$ cat src/rtl/cdb_arbiter_pkg.sv
// Shared types for the common data bus: RS tags, data words, CDB beat, FU slot.
package cdb_arbiter_pkg;

  typedef logic [2:0]  rs_tag_t;
  typedef logic [31:0] word32_t;

  // Reservation-station tags; NO_VAL marks an idle bus or an absent result.
  localparam rs_tag_t NO_VAL = 3'd0;
  localparam rs_tag_t ALU_1  = 3'd1;
  localparam rs_tag_t ALU_2  = 3'd2;
  localparam rs_tag_t MUL_1  = 3'd3;
  localparam rs_tag_t MUL_2  = 3'd4;
  localparam rs_tag_t LD_1   = 3'd5;
  localparam rs_tag_t LD_2   = 3'd6;
  localparam rs_tag_t ST_1   = 3'd7;

  typedef struct packed {
    rs_tag_t tag;
    word32_t val;
  } cdb_t;

  typedef struct packed {
    rs_tag_t tag;
    word32_t val;
  } fu_result_t;

  localparam int unsigned NUM_FU_DEFAULT = 4;

endpackage

$ cat src/rtl/cdb_arbiter_rr.sv
// Combinational round-robin arbiter: first request at or after ptr_i wins.
module rr_arbiter #(
  parameter  int unsigned N    = 4,
  localparam int unsigned PtrW = $clog2(N)
) (
  input  logic [N-1:0]    req_i,
  input  logic [PtrW-1:0] ptr_i,
  output logic [N-1:0]    gnt_o,
  output logic [PtrW-1:0] gnt_idx_o,
  output logic            any_gnt_o
);

  logic [2*N-1:0] req_dbl;
  logic [2*N-1:0] masked;

  // Upper copy of req keeps every request reachable, so the wrap-around needs no second pass.
  always_comb begin
    req_dbl = {req_i, req_i};
    for (int i = 0; i < 2 * int'(N); i++) begin
      masked[i] = req_dbl[i] && (i >= int'(ptr_i));
    end
  end

  // Lowest set bit of the masked vector, folded back into the 0..N-1 range.
  always_comb begin
    gnt_o     = '0;
    gnt_idx_o = '0;
    any_gnt_o = 1'b0;
    for (int i = 0; i < 2 * int'(N); i++) begin
      if (!any_gnt_o && masked[i]) begin
        any_gnt_o = 1'b1;
        if (i >= int'(N)) begin
          gnt_idx_o = PtrW'(i - int'(N));
        end else begin
          gnt_idx_o = PtrW'(i);
        end
      end
    end
    if (any_gnt_o) begin
      gnt_o[gnt_idx_o] = 1'b1;
    end
  end

endmodule

$ cat src/rtl/cdb_arbiter.sv
// CDB arbiter: one holding slot per FU, round-robin grant, registered broadcast.
module cdb_arbiter
  import cdb_arbiter_pkg::*;
#(
  parameter  int unsigned NUM_FU = NUM_FU_DEFAULT,
  localparam int unsigned PTR_W  = $clog2(NUM_FU)
) (
  input  logic                clk_i,
  input  logic                reset_ni,
  input  logic [NUM_FU-1:0]   fu_valid_i,
  input  rs_tag_t             fu_tag_i [NUM_FU],
  input  word32_t             fu_val_i [NUM_FU],
  output logic [NUM_FU-1:0]   fu_ready_o,
  output cdb_t                cdb_o,
  output logic [NUM_FU-1:0]   grant_o,
  output logic [PTR_W:0]      pending_o
);

  localparam int unsigned CntW = PTR_W + 1;

  logic [NUM_FU-1:0] full_q, full_d;
  fu_result_t        slot_q [NUM_FU];
  fu_result_t        slot_d [NUM_FU];
  logic [PTR_W-1:0]  rr_ptr_q, rr_ptr_d;
  cdb_t              cdb_d;

  logic [NUM_FU-1:0] grant;
  logic [PTR_W-1:0]  gnt_idx;
  logic              any_gnt;
  logic [NUM_FU-1:0] accept;

  // Only registered full bits compete, so a result captured this edge waits a cycle.
  rr_arbiter #(
    .N (NUM_FU)
  ) u_rr_arbiter (
    .req_i     (full_q),
    .ptr_i     (rr_ptr_q),
    .gnt_o     (grant),
    .gnt_idx_o (gnt_idx),
    .any_gnt_o (any_gnt)
  );

  assign grant_o = grant;

  // A slot draining this cycle can refill at the same edge; NO_VAL results are dropped.
  always_comb begin
    for (int i = 0; i < int'(NUM_FU); i++) begin
      fu_ready_o[i] = ~full_q[i] | grant[i];
      accept[i]     = fu_valid_i[i] && (fu_tag_i[i] != NO_VAL) && fu_ready_o[i];
    end
  end

  // Slot, pointer and broadcast next state.
  always_comb begin
    full_d   = full_q;
    slot_d   = slot_q;
    rr_ptr_d = rr_ptr_q;
    cdb_d    = '{tag: NO_VAL, val: '0};
    if (any_gnt) begin
      full_d[gnt_idx] = 1'b0;
      cdb_d.tag       = slot_q[gnt_idx].tag;
      cdb_d.val       = slot_q[gnt_idx].val;
      rr_ptr_d        = (gnt_idx == PTR_W'(NUM_FU - 1)) ? '0 : gnt_idx + PTR_W'(1);
    end
    // Accept overrides the clear so a granted-and-refilled slot stays full.
    for (int i = 0; i < int'(NUM_FU); i++) begin
      if (accept[i]) begin
        full_d[i]     = 1'b1;
        slot_d[i].tag = fu_tag_i[i];
        slot_d[i].val = fu_val_i[i];
      end
    end
  end

  // Number of occupied slots.
  always_comb begin
    pending_o = '0;
    for (int i = 0; i < int'(NUM_FU); i++) begin
      pending_o = pending_o + CntW'(full_q[i]);
    end
  end

  // State registers; reset discards held results without broadcasting them.
  always_ff @(posedge clk_i or negedge reset_ni) begin
    if (!reset_ni) begin
      full_q   <= '0;
      rr_ptr_q <= '0;
      cdb_o    <= '{tag: NO_VAL, val: '0};
      for (int i = 0; i < int'(NUM_FU); i++) begin
        slot_q[i] <= '0;
      end
    end else begin
      full_q   <= full_d;
      rr_ptr_q <= rr_ptr_d;
      cdb_o    <= cdb_d;
      for (int i = 0; i < int'(NUM_FU); i++) begin
        slot_q[i] <= slot_d[i];
      end
    end
  end

endmodule

$ cat config.mk
export PLATFORM = sky130hd
export DESIGN_NAME = cdb_arbiter
export DESIGN_NICKNAME = d
export VERILOG_FILES = /design/src/rtl/cdb_arbiter_pkg.sv /design/src/rtl/cdb_arbiter_rr.sv /design/src/rtl/cdb_arbiter.sv
export SDC_FILE = /design/constraint.sdc
export NUM_CORES = 1
export LEC_CHECK = 0
export BUFFER_PORTS_ARGS = -buffer_cell sky130_fd_sc_hd__buf_2
export CELL_PAD_IN_SITES_DETAIL_PLACEMENT = 1
export CELL_PAD_IN_SITES_GLOBAL_PLACEMENT = 1
export CORE_MARGIN = 2
export CORE_UTILIZATION = 27
export CTS_CLUSTER_SIZE = 10
export DETAILED_ROUTE_END_ITERATION = 7
export PLACE_DENSITY = 0.65
export SYNTH_ARGS = -nofsm -noshare
export SYNTH_HDL_FRONTEND = slang
export SYNTH_SLANG_ARGS = --single-unit
$ cat constraint.sdc
create_clock -name clk_i -period 2.7 [get_ports clk_i]
set_input_delay 0.54 -clock clk_i [delete_from_list [all_inputs] [get_ports clk_i]]
set_output_delay 0.54 -clock clk_i [all_outputs]
set_load 0.05 [all_outputs]
==> reports/results.ini, run 1 <==
[global_routing]
antenna_found_initial=1
grt_max_degree=87
grt_pass1_vias=5471
grt_use_total_pct=14.5
grt_overflow=0
grt_pass1_wl_mm=31.8

[synthesis]
ys_types=28
synthMuxAreaShare_pct=29.2
synth.net_count=660
ys.flop_type=dfrtp_1
async_flop_share_pct=100
synth.top_cells.by_area=dfrtp_1 (60%), mux2_2 (20%), mux2i_1 (9.3%), o22ai_1 (2.9%), buf_2 (1.1%)
synth_edf_count=0
yosysTopAreaCellShare_pct=59.9
yosys.area_share.simple_pct=1.85
syn_inst=507
synthAdderAreaFrac_pct=1.26
synth-compound-area-share_pct=4.84
yosysWarnings=0
synthTopCellsByCount=dfrtp_1 (181), mux2_2 (132), mux2i_1 (70), o22ai_1 (35), buf_2 (16)
avgSynthCellArea_um2=14.9
synth_top_family_by_area=multiplexers
synth_most_common_cell=dfrtp_1
netlist.top_cell.by_area=dfrtp_1
synthXorXnorAreaFrac_pct=0
ys_ff_latch=181
yosysSeqAreaShare_pct=59.9
synth_area_um2=7570

[floorplan]
core-area_um2=27700
die_h_um=171
ios=192
dieArea_um2=29400
fp-row-count=61
start_util_pct=27.3
die_x_um=171

[worst_setup_path]
worstPathCellList=buf_6 -> inv_2 -> fa_1 -> inv_2 -> ha_4 -> ha_4 -> buf_8
required_ns=2.16
critPathLaunchType=register
cp_slowest_stage_delay_ns=0.52
cp_num_buf_inv=4
r2r_cells=8
critical-path-slowest-cell=fa_1
worstPathArrival_ns=2.10
worstSetupStartpoint=full_q[0]$_DFFE_PN0P_
r2r_slack_ns=0.15
critical_path.top_delay_family=adder cells
r2r-start=full_q[2]$_DFFE_PN0P_
critPathKind=reg2out
worstReg2RegEnd=slot_q[6]$_DFFE_PN0P_
crit_fanout=5
cp-end-kind=output pin

[drt]
drtAntennaViolNets=0
firstDrtPassIters=5
routed_wl_mm=20.9
routed_via_density=4.48
wl_per_cell_um=18.9
vias=4959
drtIter0Drc=136
drc=0

[cts]
cts.path.max_buffers=2
insertion_delay_ns=0.42
cts_tree=done
numCtsBuffers=17
path_clk_slew_ns=0.07
clockRootBuffer=clkbuf_16
cts.sinks=181
htreeDepth=4

[place]
place_hpwl_mm=14.7
place.gp.congestion=0.732
port_buffers=191
dp_slack_ns=0.0961

[run]
cap_violations=0

[sta]
post-route-min-period_ns=2.64
timing.fmax_mhz=378
worstMarginPinSlew_ns=0.817
timing.final.ws_setup_ns=0.0560
setup_violations=0
slew_headroom_pct=45.5
post-route-period-util_pct=97.9
grt_setup_unrepaired=true
finalMaxSlewViolations=0
hold_violations=0
clock_skew_ns=0.00850

[power]
report.power.total_w=0.0155
total_leakage_power_nw=4.56
vdd_ir_drop_max_uv=543
powerDensity_nw_per_um2=1570

[min_path]
hold_start=fu_val_i[39]
min_to=slot_q[42]$_DFFE_PN0P_
hold_path.class=in2reg
holdPathStages=2

[cells_and_area]
synthToLayoutAreaGrowth_pct=30.5
finalCoreUtilization_pct=35.7
n_fill_cell=2944
num_antenna_cells=0
layout-drive-gt1-share_pct=55.3
nNetsFinal=870

[outcome]
status=complete, no violations

flip-flops by register name, summed over array words and instances, names as in the netlist:
name	flops
slot_q	140
cdb_o	35
full_q	4
rr_ptr_q	2
layer usage:
layer  GRT usage, %  share of wire (%)  up-vias  wire length, um
met3           3.93                4.8        7             1000
met5              0              0.062        -               13
li1               -                  -     2247                -
met2           25.4                 51      113            10700
met4           3.21               0.63        2              131
met1           17.9                 43     2590             9030
cells in the final DEF (no fill, tap or decap), types with 3 or more instances in the layout:
| cell type | count |
|---|---|
| a22o_1 | 6 |
| clkinv_2 | 3 |
| buf_4 | 21 |
| mux2i_1 | 70 |
| dfrtp_2 | 3 |
| inv_1 | 5 |
| buf_2 | 183 |
| inv_2 | 3 |
| clkbuf_8 | 3 |
| ha_1 | 4 |
| nand2b_4 | 5 |
| mux2_2 | 132 |
| clkinvlp_4 | 4 |
| and2_1 | 6 |
| a21oi_1 | 3 |
| buf_6 | 5 |
| o22ai_1 | 35 |
| nand2_1 | 7 |
| clkbuf_16 | 17 |
| buf_12 | 8 |
| dfrtp_1 | 178 |
where the power goes:
part           total, W  internal [W]  switching (W)
Combinational   0.00822       0.00353        0.00469
Clock           0.00242       0.00132        0.00109
Sequential      0.00487       0.00418       0.000696
Total            0.0155       0.00903        0.00648
timing repair:
action	CTS	global route
endpoints found under the hold margin	19	0
hold buffers	1	0
buffers inserted	1	4
pin swaps	1	3
setup endpoints to repair	11	20
gates resized for setup	14	20
worst max-delay path by stage:
stage | endpoint | slack, ns | depth (start not counted)
floorplan | slot_q[35]$_DFFE_PN0P_ | -0.02 | 11
global placement | slot_q[57]$_DFFE_PN0P_ | 0.16 | 10
detailed placement | slot_q[66]$_DFFE_PN0P_ | 0.1 | 10
CTS | pending_o[1] | -0.02 | 7
global route | pending_o[1] | -0.02 | 7
finish | pending_o[1] | 0.06 | 7
area by class of cell:
cell class / instances / area, um2 / area share (%)
Clock buffer: 21 / 460 / 4.66
Clock inverter: 11 / 101 / 1.03
Inverter: 8 / 30.0 / 0.304
Multi-Input combinational cell: 288 / 2940 / 29.7
Sequential cell: 181 / 4530 / 45.9
Tap cell: 378 / 473 / 4.79
Timing Repair Buffer: 221 / 1340 / 13.6
logic make-up (layout without fill, tap and decap cells):
family          Yosys count  in the layout
fa+ha+maj                 7              7
compound gates           52             52
simple gates             25             25
buf+inv                  38            261
mux                     204            204
flops                   181            181
stage by stage:
step	cell area, um2	setup TNS (ns)	cells	hold WS [ns]
2_1_floorplan	7610	-0.374	507	0.244
3_3_place_gp	9160	0	1070	0.425
3_5_place_dp	9160	0	1070	0.423
5_1_grt	9880	-0.0235	1108	0.306
4_1_cts	9780	-0.0236	1104	0.314
6_report	9880	0	1108	0.340
Power figures use the tool's default switching activity.
==> run 2, diff against run 1 <==
--- a/config.mk
+++ b/config.mk
@@ -6,6 +6,7 @@
 export NUM_CORES = 1
 export LEC_CHECK = 0
 export BUFFER_PORTS_ARGS = -buffer_cell sky130_fd_sc_hd__buf_2
+export CAP_MARGIN = 20
 export CELL_PAD_IN_SITES_DETAIL_PLACEMENT = 1
 export CELL_PAD_IN_SITES_GLOBAL_PLACEMENT = 1
 export CORE_MARGIN = 2
==> constraint.sdc (replaced) <==
create_clock -name clk_i -period 2.3 [get_ports clk_i]
set_input_delay 0.115 -clock clk_i [delete_from_list [all_inputs] [get_ports clk_i]]
set_output_delay 0.115 -clock clk_i [all_outputs]
set_load 0.05 [all_outputs]
==> run 2 against run 1 <==
Against the previous run:
- the flow now finishes with violations (setup timing)
- sequential cell count is the same
- register-to-register slack lost 0.18 ns
- final area grew 24%
- non-clock buffer count grew 171
==> reports/results.ini, run 2 (synthesized netlist as in run 1, its figures left out) <==
[outcome]
status=finished with violations  ; was complete, no violations
failed_checks=setup timing

[sta]
post-route-min-period_ns=2.33
worstMarginPinSlew_ns=0.821  ; was 0.817 ns
hold_violations=0  ; unchanged
timing.final.ws_setup_ns=-0.0253  ; was 0.0560 ns
grt_setup_unrepaired=true  ; unchanged
post-route-period-util_pct=101
finalMaxSlewViolations=0  ; unchanged
clock_skew_ns=0.00943  ; was 0.00850 ns
slew_headroom_pct=44.8  ; was 45.5%
setup_violations=27  ; was 0
timing.fmax_mhz=430

[drt]
wl_met2_mm=13.3  ; was 10.7 mm
drc=0  ; unchanged
firstDrtPassIters=4  ; was 5
vias=5755  ; was 4959
wl_met3_mm=1.05  ; was 1.00 mm
drtIter0Drc=209  ; was 136
wl_met1_mm=11.0  ; was 9.03 mm
drtAntennaViolNets=0  ; unchanged
top_layer=met4  ; was met5
routed_via_density=4.50  ; was 4.48
wl_per_cell_um=20.3  ; was 18.9 um
routed_wl_mm=25.9  ; was 20.9 mm

[cells_and_area]
nNetsFinal=1041  ; was 870
mostFrequentLayoutCell=buf_2  ; unchanged
top_regs=slot_q: 140 flops, cdb_o: 35 flops, full_q: 4 flops  ; unchanged
largest_reg_flops=140  ; unchanged
synthToLayoutAreaGrowth_pct=62.3  ; was 30.5%
largest_register=slot_q  ; unchanged
layout-drive-gt1-share_pct=49.9  ; was 55.3%
finalInstanceArea_um2=12300  ; was 9880 um2
final_cell_mix=buf_2 (182), dfrtp_1 (176), dlygate4sd3_1 (141), mux2_4 (113), mux2i_1 (70)  ; was buf_2 (183), dfrtp_1 (178), mux2_2 (132), mux2i_1 (70), o22ai_1 (35)
finalCoreUtilization_pct=44.3  ; was 35.7%
n_fill_cell=2830  ; was 2944

[cts]
cts.sinks=181  ; unchanged
insertion_delay_ns=0.43  ; was 0.42 ns
path_clk_slew_ns=0.07  ; about the same
cts_tree=done  ; unchanged
cts.path.max_buffers=2  ; unchanged
htreeDepth=4  ; unchanged
clockRootBuffer=clkbuf_16  ; unchanged
numCtsBuffers=17  ; unchanged

[min_path]
hold_start=fu_valid_i[0]  ; was fu_val_i[39]
hold_path.class=in2reg  ; unchanged
min_to=full_q[0]$_DFFE_PN0P_  ; was slot_q[42]$_DFFE_PN0P_
holdPathStages=3  ; was 2

[worst_setup_path]
worstPathArrival_ns=2.63  ; was 2.10 ns
required_ns=2.61  ; was 2.16 ns
worstReg2RegEnd=slot_q[24]$_DFFE_PN0P_  ; was slot_q[6]$_DFFE_PN0P_
critPathKind=reg2reg  ; was reg2out
crit_fanout=9  ; was 5
r2r_slack_ns=-0.03  ; was 0.15 ns
cp-end-kind=register  ; was output pin
critPathLaunchType=register  ; unchanged
r2r_cells=10  ; was 8
r2r-start=full_q[1]$_DFFE_PN0P_  ; was full_q[2]$_DFFE_PN0P_

[place]
place.gp.congestion=0.717  ; was 0.732
port_buffers=191  ; unchanged
place_hpwl_mm=15.0  ; was 14.7 mm
place_area_um2=9410  ; was 9160 um2

[floorplan]
dieArea_um2=29400  ; unchanged
ios=192  ; unchanged
start_util_pct=27.3  ; unchanged
die_x_um=171  ; unchanged
fp-row-count=61  ; unchanged
die_h_um=171  ; unchanged
core-area_um2=27700  ; unchanged

[power]
p_clk_share_pct=14.6  ; was 15.6%
pwr-share-seq_pct=27.9  ; was 31.4%
vdd_ir_drop_max_uv=704  ; was 543 uV
intPower_w=0.0125  ; was 0.00903 W
powerDensity_nw_per_um2=1710  ; was 1570 nW/um2
total_leakage_power_nw=5.90  ; was 4.56 nW
netSwitchingFraction_pct=40.2  ; was 41.8%
power_frac_comb_pct=57.5  ; was 53.0%
p_sw_w=0.00843  ; was 0.00648 W

[run]
cap_violations=0  ; unchanged

[global_routing]
grt_use_total_pct=17.0  ; was 14.5%
grt_overflow=0  ; unchanged
grt_pass1_vias=6560  ; was 5471
antenna_found_initial=1  ; unchanged
grt_pass1_wl_mm=37.3  ; was 31.8 mm
grt_max_degree=63  ; was 87

-- run 2: cell type report --
type                       instances  area (um2)  area share [%]
antenna                            1        2.50          0.0204
clock buffer                      19         443            3.61
inverter                           8        35.0           0.285
tap                              378         473            3.85
sequential                       181        4540            36.9
timing repair buffer             392        3210            26.1
clock inverter                    11         151            1.23
multi-input combinational        288        3430            28.0
-- run 2: timing repair --
| action | 4_1_cts | 5_1_grt |
|---|---|---|
| setup buffers | 10 | 8 |
| setup endpoints to repair | 143 | 146 |
| cloned | 1 | 8 |
| hold buffers | 141 | 0 |
| gates resized for setup | 46 | 98 |
| pin swaps | 3 | 9 |
| endpoints found under the hold margin | 196 | 0 |
-- run 2: worst max path at each step --
stage | from | cells past startpoint | endpoint | slack [ns]
global route | full_q[0]$_DFFE_PN0P_ | 7 | pending_o[1] | -0.12
CTS | full_q[3]$_DFFE_PN0P_ | 7 | pending_o[1] | -0.06
detailed placement | full_q[2]$_DFFE_PN0P_ | 9 | slot_q[79]$_DFFE_PN0P_ | -0.14
finish | full_q[1]$_DFFE_PN0P_ | 10 | slot_q[24]$_DFFE_PN0P_ | -0.03
global placement | full_q[2]$_DFFE_PN0P_ | 9 | slot_q[81]$_DFFE_PN0P_ | -0.04
floorplan | full_q[1]$_DFFE_PN0P_ | 11 | slot_q[35]$_DFFE_PN0P_ | -0.23
-- run 2: metal layers --
| layer | vias to the layer above | track usage, % |
|---|---|---|
| li1 | 2594 | - |
| met1 | 2987 | 20.5 |
| met2 | 143 | 30.0 |
| met3 | 31 | 4.03 |
| met4 | 0 | 5.45 |
| met5 | - | 0 |
-- run 2: stage by stage --
stage               hold WS, ns  worst slack (ns)  power (W)  cells  TNS (ns)
floorplan                -0.181            -0.232     0.0131    507    -26.66
global placement          0.165           -0.0396     0.0154   1081     -1.09
detailed placement        0.152            -0.143     0.0157   1081     -7.42
CTS                      0.0129           -0.0602     0.0196   1263    -0.308
global route             0.0405            -0.116     0.0222   1278     -5.70
finish                   0.0291           -0.0253     0.0210   1278    -0.300
-- run 2: power by group through the flow --
stage | Clock [W] | Combinational (W) | Sequential [W]
floorplan | 0 | 0.00642 | 0.00666
global placement | 0 | 0.00964 | 0.00576
detailed placement | 0 | 0.00985 | 0.00582
CTS | 0.00315 | 0.0107 | 0.00578
global route | 0.00327 | 0.0129 | 0.00604
finish | 0.00306 | 0.0121 | 0.00584
-- run 2: worst max-delay path, stage by stage, from the launching register on --
cell	delay [ns]
dfrtp_2	0.41
nand2b_4	0.14
a21boi_4	0.14
o221ai_4	0.25
inv_4	0.09
ha_4	0.18
nand2b_4	0.14
and2_4	0.16
o31ai_4	0.11
clkbuf_16	0.28
mux2_4	0.31
